--- src/rtl/nw_border_init_sequencer.sv ---
// Border initialisation for the Needleman-Wunsch score/direction RAMs: writes row 0 and
// column 0 of the (N+1)x(N+1) matrix, interleaving row and column cells, over a ready-qualified port.
//
// state  | meaning
// -------+------------------------------------------------------------
// S_IDLE | waiting for start; all outputs low
// S_ROW  | presenting row-0 cell idx (addr = idx)
// S_COL  | presenting column-0 cell idx (addr = idx*(N+1))
// S_FIN  | one-cycle done pulse, no write
module nw_border_init_sequencer #(
   parameter int N      = 8,
   parameter int ADDR_W = 7,
   parameter int DATA_W = 8,
   parameter int GAP    = -2
) (
   input  logic                     clk,
   input  logic                     rst,
   input  logic                     start,
   input  logic                     ready,
   output logic                     busy,
   output logic                     done,
   output logic                     we,
   output logic [ADDR_W-1:0]        addr,
   output logic signed [DATA_W-1:0] score_data,
   output logic [1:0]               dir_data,
   output logic                     col_phase
);

   localparam int IDX_W = (N < 2) ? 1 : $clog2(N + 1);
   localparam logic [IDX_W-1:0]         IDX_LAST   = IDX_W'(N);
   localparam logic [IDX_W-1:0]         IDX_ONE    = IDX_W'(1);
   localparam logic [ADDR_W-1:0]        COL_STRIDE = ADDR_W'(N + 1);
   localparam logic signed [DATA_W-1:0] GAP_D      = DATA_W'(GAP);

   localparam logic [1:0] DIR_ORIGIN = 2'b00;
   localparam logic [1:0] DIR_UP     = 2'b01;
   localparam logic [1:0] DIR_LEFT   = 2'b10;

   typedef enum logic [1:0] {
      S_IDLE = 2'd0,
      S_ROW  = 2'd1,
      S_COL  = 2'd2,
      S_FIN  = 2'd3
   } state_t;

   state_t                     state, state_n;
   logic [IDX_W-1:0]           idx, idx_n;
   logic signed [DATA_W-1:0]   score_acc, score_acc_n;
   logic [ADDR_W-1:0]          col_acc, col_acc_n;

   logic                       busy_n, done_n, we_n, col_phase_n;
   logic [ADDR_W-1:0]          addr_n;
   logic signed [DATA_W-1:0]   score_n;
   logic [1:0]                 dir_n;

   // Next-state and accumulator update. Both accumulators step together with idx
   // so they always equal idx*GAP and idx*(N+1) without a multiplier.
   always_comb begin
      state_n     = state;
      idx_n       = idx;
      score_acc_n = score_acc;
      col_acc_n   = col_acc;
      case (state)
         S_IDLE: begin
            if (start) begin
               state_n     = S_ROW;
               idx_n       = '0;
               score_acc_n = '0;
               col_acc_n   = '0;
            end
         end
         S_ROW: begin
            if (ready) begin
               if (idx == '0) begin
                  // origin doubles as column cell 0, so go straight to row cell 1
                  idx_n       = idx + IDX_ONE;
                  score_acc_n = score_acc + GAP_D;
                  col_acc_n   = col_acc + COL_STRIDE;
               end else begin
                  state_n = S_COL;
               end
            end
         end
         S_COL: begin
            if (ready) begin
               if (idx == IDX_LAST) begin
                  state_n = S_FIN;
               end else begin
                  state_n     = S_ROW;
                  idx_n       = idx + IDX_ONE;
                  score_acc_n = score_acc + GAP_D;
                  col_acc_n   = col_acc + COL_STRIDE;
               end
            end
         end
         S_FIN: begin
            state_n = S_IDLE;
         end
         default: begin
            state_n = S_IDLE;
         end
      endcase
   end

   // Output values for the next cycle, decoded from the next-state view so the
   // registered outputs line up with the state they describe.
   always_comb begin
      we_n        = (state_n == S_ROW) || (state_n == S_COL);
      col_phase_n = (state_n == S_COL);
      busy_n      = (state_n != S_IDLE);
      done_n      = (state_n == S_FIN);
      addr_n      = '0;
      score_n     = '0;
      dir_n       = DIR_ORIGIN;
      case (state_n)
         S_ROW: begin
            addr_n  = ADDR_W'(idx_n);
            score_n = score_acc_n;
            dir_n   = (idx_n == '0) ? DIR_ORIGIN : DIR_LEFT;
         end
         S_COL: begin
            addr_n  = col_acc_n;
            score_n = score_acc_n;
            dir_n   = DIR_UP;
         end
         default: begin
            addr_n  = '0;
            score_n = '0;
            dir_n   = DIR_ORIGIN;
         end
      endcase
   end

   always_ff @(posedge clk or posedge rst) begin
      if (rst) begin
         state      <= S_IDLE;
         idx        <= '0;
         score_acc  <= '0;
         col_acc    <= '0;
         busy       <= 1'b0;
         done       <= 1'b0;
         we         <= 1'b0;
         addr       <= '0;
         score_data <= '0;
         dir_data   <= DIR_ORIGIN;
         col_phase  <= 1'b0;
      end else begin
         state      <= state_n;
         idx        <= idx_n;
         score_acc  <= score_acc_n;
         col_acc    <= col_acc_n;
         busy       <= busy_n;
         done       <= done_n;
         we         <= we_n;
         addr       <= addr_n;
         score_data <= score_n;
         dir_data   <= dir_n;
         col_phase  <= col_phase_n;
      end
   end

endmodule
--- config.mk ---
export PLATFORM = sky130hd
export DESIGN_NAME = nw_border_init_sequencer
export DESIGN_NICKNAME = d
export VERILOG_FILES = /design/src/rtl/nw_border_init_sequencer.sv
export SDC_FILE = /design/constraint.sdc
export NUM_CORES = 1
export LEC_CHECK = 0
export ABC_CLOCK_PERIOD_IN_PS = 1800
export CORE_MARGIN = 2
export CORE_UTILIZATION = 40
export DETAILED_ROUTE_END_ITERATION = 10
export PLACE_DENSITY_LB_ADDON = 0.3
export SYNTH_ARGS = -nofsm -noshare
export SYNTH_HDL_FRONTEND = slang
export SYNTH_SLANG_ARGS = --single-unit
--- constraint.sdc ---
create_clock -name clk -period 1.8 [get_ports clk]
set_clock_uncertainty 0.05 [all_clocks]
set_input_delay 0.54 -clock clk [delete_from_list [all_inputs] [get_ports clk]]
set_output_delay 0.54 -clock clk [all_outputs]
set_load 0.01 [all_outputs]
==> summary.txt, run 1 <==
Worst setup path
  – R2R setup slack: -0.22 ns
  – Buf+Inv Stages, Crit Path: 3
  – CP cell instances: buf_6 -> nand3b_1 -> buf_4 -> a32o_2 -> buf_6 -> and2_4 -> o21ai_4 -> nand2_1
  – Most frequent CP cell: buf_6
  – Crit path kind: flip-flop to flip-flop
  – Crit. End Element: flip-flop
  – CP required: a little under 2 ns
  – Critical-path cell with the highest stage delay: dfrtp_1
  – Setup crit start kind: flip-flop
  – Arrival @ worst endpoint: ~2.2 ns
  – Worst-path maximum fanout: 7
  – CP delay by family, top: buffers and inverters
  – Worst path max stage delay: 0.43 ns

Clock tree
  – H-tree lvl count: 2
  – Root Driver: clkbuf_8
  – Clk slew on worst S/H paths: 0.08 ns
  – Clk sinks: 42
  – CTS Buf Count: 5
  – Max clock buf depth: 2
  – CTS tree: yes
  – Worst skew pair latency: about 0.30 ns

Synth
  – Post-synth EDFFs: 0
  – Leading area contributor after synthesis: dfrtp_1
  – Post-synth top cells: 42 x dfrtp_1, 18 x nand2_1, 11 x a21oi_1, 11 x inv_1, 10 x ha_1
  – Top cells by area, synth: dfrtp_1 54%, ha_1 6.4%, nand2_1 3.5%, and2_1 2.9%, a21oi_1 2.8%
  – Syn_nets: approximately 190
  – Synth top area share: 0.538
  – Yosys cell types: 38
  – Ys flop type: dfrtp_1
  – Cells after synthesis: 180
  – Synth warn: 0
  – Sequential area share after synthesis: 0.538
  – Mean Syn Cell Area: 10.9 µm²
  – Mapped Area: roughly 2000 µm²
  – Count leader, synth: dfrtp_1
  – Ys async rst share: 1.00
  – Number of synthesized register bits: 42

Routing
  – Drt drc: 0
  – Wire per inst: between 10 and 15 µm
  – Final WL: 4470 µm
  – Routed vias/inst: 4.88
  – Via Count: roughly 1600
  – Pre-antenna DRT Iters: 4
  – Violation count after the first detailed-route iteration: 43
  – Post-route ant nets: 0

Timing
  – Slew @ Worst Pin: about 0.46 ns
  – Final Cycle Share: 1.12
  – Worst Slack Setup Final: -0.220 ns
  – TNS Setup: -3.61 ns
  – RSZ-0062 raised after global routing: true
  – Max-slew violation count: 0
  – Min cycle time layout: about 2 ns
  – Fmax: about 0.50 GHz
  – Finish-stage setup viols: 28
  – Fin. Hold Viols: 0
  – Final hold slack: about 0.43 ns
  – Max-slew headroom: 0.695

Global routing
  – Global Route Usage Sum: 0.166
  – Global route total overflow: 0
  – First-pass GRT wire length: between 6000 and 7000 µm
  – Largest net degree at the start of global routing: 43
  – Initial antenna violation count: 0
  – Vias in the first global route: about 1500

Die
  – Core area: between 4000 and 5000 µm²
  – Die Y-Extent: about 74 µm
  – FP Rows: 25
  – Die width: about 74 µm
  – DIE AREA: 5460 µm²
  – Num ports: 25
  – Initial Utilization: 0.414

Placement
  – HPWL after detailed placement: 2790 µm
  – Cell count after placement: around 300
  – Setup WS pre-CTS: -0.650 ns
  – Placer Congestion: between 0.8 and 0.9
  – Port bufs: 24

Cells and area
  – Fin cells: 325
  – Ratio of cells with drive above 1 in the final layout: 0.426
  – Area grow syn2layout: 57.0%
  – Nets: 271
  – # diodes: 0

Power and ir drop
  – Power Dens Cells: between 1500 and 2000 nW/µm²
  – Peak supply drop: a little under 0.9 mV
  – Leak: about 1.5 nW

Outcome
  – Outcome: finished, violations left
  – Violated checks: negative setup slack

Min path
  – Worst hold-check path type: flip-flop to flip-flop

Flow run
  – Maxcap violations: 0
## worst register-to-register path, cell delays in order, from the launching register on
cell and delay [ns]:
dfrtp_1 0.43, buf_6 0.14, nand3b_1 0.27, buf_4 0.21, a32o_2 0.30, buf_6 0.15, and2_4 0.13, o21ai_4 0.15
nand2_1 0.07
## cell usage in the layout, fill, tap and decap left out, types with 2 or more instances in the layout
master and count:
or3_1 5, nand3b_1 3, ha_1 5, and3_1 3, o21ai_0 2, a32oi_4 2, nor2b_1 2, ha_4 3
mux2i_2 2, inv_1 7, nand3_1 4, clkinv_2 2, nor2_1 6, clkdlybuf4s50_1 21, nor3_1 2, o21ai_4 4
clkbuf_8 5, nand2_1 13, ha_2 2, nand2_2 3, and2_4 5, nand2_4 2, dfrtp_1 41, a21oi_1 4
o21ai_1 2, a32o_1 3, buf_6 11, nand2b_4 2, a21oi_2 6, inv_2 2, or3_4 2, and2_1 4
o21ai_2 3, a21o_1 6, buf_4 39, dlygate4sd2_1 2
## stage by stage
stage                     cell area, µm²  power [mW]   util
final                               3070        5.50  0.650
after global routing                3070        5.85  0.650
after CTS                           2840        4.94  0.602
after detailed placement            2560        3.78  0.542
after global placement              2560        3.76  0.542
after floorplan                     1990        2.75      -
## registers in the layout, indices dropped and copies added (netlist names)
| name | cells |
|---|---|
| score_data | 8 |
| score_acc | 8 |
| idx | 4 |
| state | 2 |
| addr | 7 |
| busy | 1 |
| dir_data | 2 |
| we | 1 |
| done | 1 |
| col_acc | 7 |
| col_phase | 1 |
## area by class of cell
class | instances | area (µm²)
fill | 358 | 1650
timing repair buffer | 76 | 692
clock inverter | 3 | 40.0
inverter | 11 | 48.8
clock buffer | 5 | 68.8
tap | 67 | 83.8
sequential | 42 | 1050
multi-input combinational | 121 | 1080
## final timing paths
check	from	end	cells after the start
hold / removal	score_acc[0]	score_acc[0]	1
min in group asynchronous	rst	we	3
setup / recovery	idx[2]	col_acc[5]	8
hold reg to reg	score_acc[0]	score_acc[0]	1
setup reg to reg	idx[2]	col_acc[5]	8
max in group asynchronous	rst	state[1]	3
## power by group
group	switching, mW	total (mW)	internal, mW
logic	1.57	3.38	1.81
clock network	0.324	0.732	0.408
registers	0.183	1.40	1.21
total	2.07	5.50	3.43
## kinds of logic (layout without fill, tap and decap cells)
family / after synthesis / in the layout / share of synthesized area
muxes: 3 / 3 / 0.0154
and+or+nand+nor: 66 / 66 / 0.193
xor gates and xnor gates: 2 / 2 / 0.00896
buffers and inverters: 17 / 95 / 0.0403
AOI/OAI and AO/OA: 40 / 40 / 0.140
DFF: 42 / 42 / 0.538
adders and majority gates: 10 / 10 / 0.0640
## timing repair
item / in CTS / in global routing
hold buffers: 0 / 0
resized for setup: 40 / 34
endpoints found under the setup margin: 34 / 32
setup buffers: 6 / 8
pin swaps: 21 / 13
## layer usage
| layer | vias to the layer above | share of wire | global-route usage |
|---|---|---|---|
| met2 | 24 | 0.50 | 0.269 |
| met5 | - | 0 | 0 |
| li1 | 782 | - | - |
| met1 | 775 | 0.46 | 0.210 |
| met4 | 0 | 0.012 | 0.0646 |
| met3 | 6 | 0.026 | 0.0494 |
(Power assumes the default switching activity.)
==> inputs of run 2 (changes only) <==
--- a/config.mk
+++ b/config.mk
@@ -6,6 +6,7 @@
 export NUM_CORES = 1
 export LEC_CHECK = 0
 export ABC_CLOCK_PERIOD_IN_PS = 1800
+export CAP_MARGIN = 40
 export CORE_MARGIN = 2
 export CORE_UTILIZATION = 40
 export DETAILED_ROUTE_END_ITERATION = 10
==> results of run 2 <==
Same layout as run 1: the final DEF is identical, and so are final timing and power.
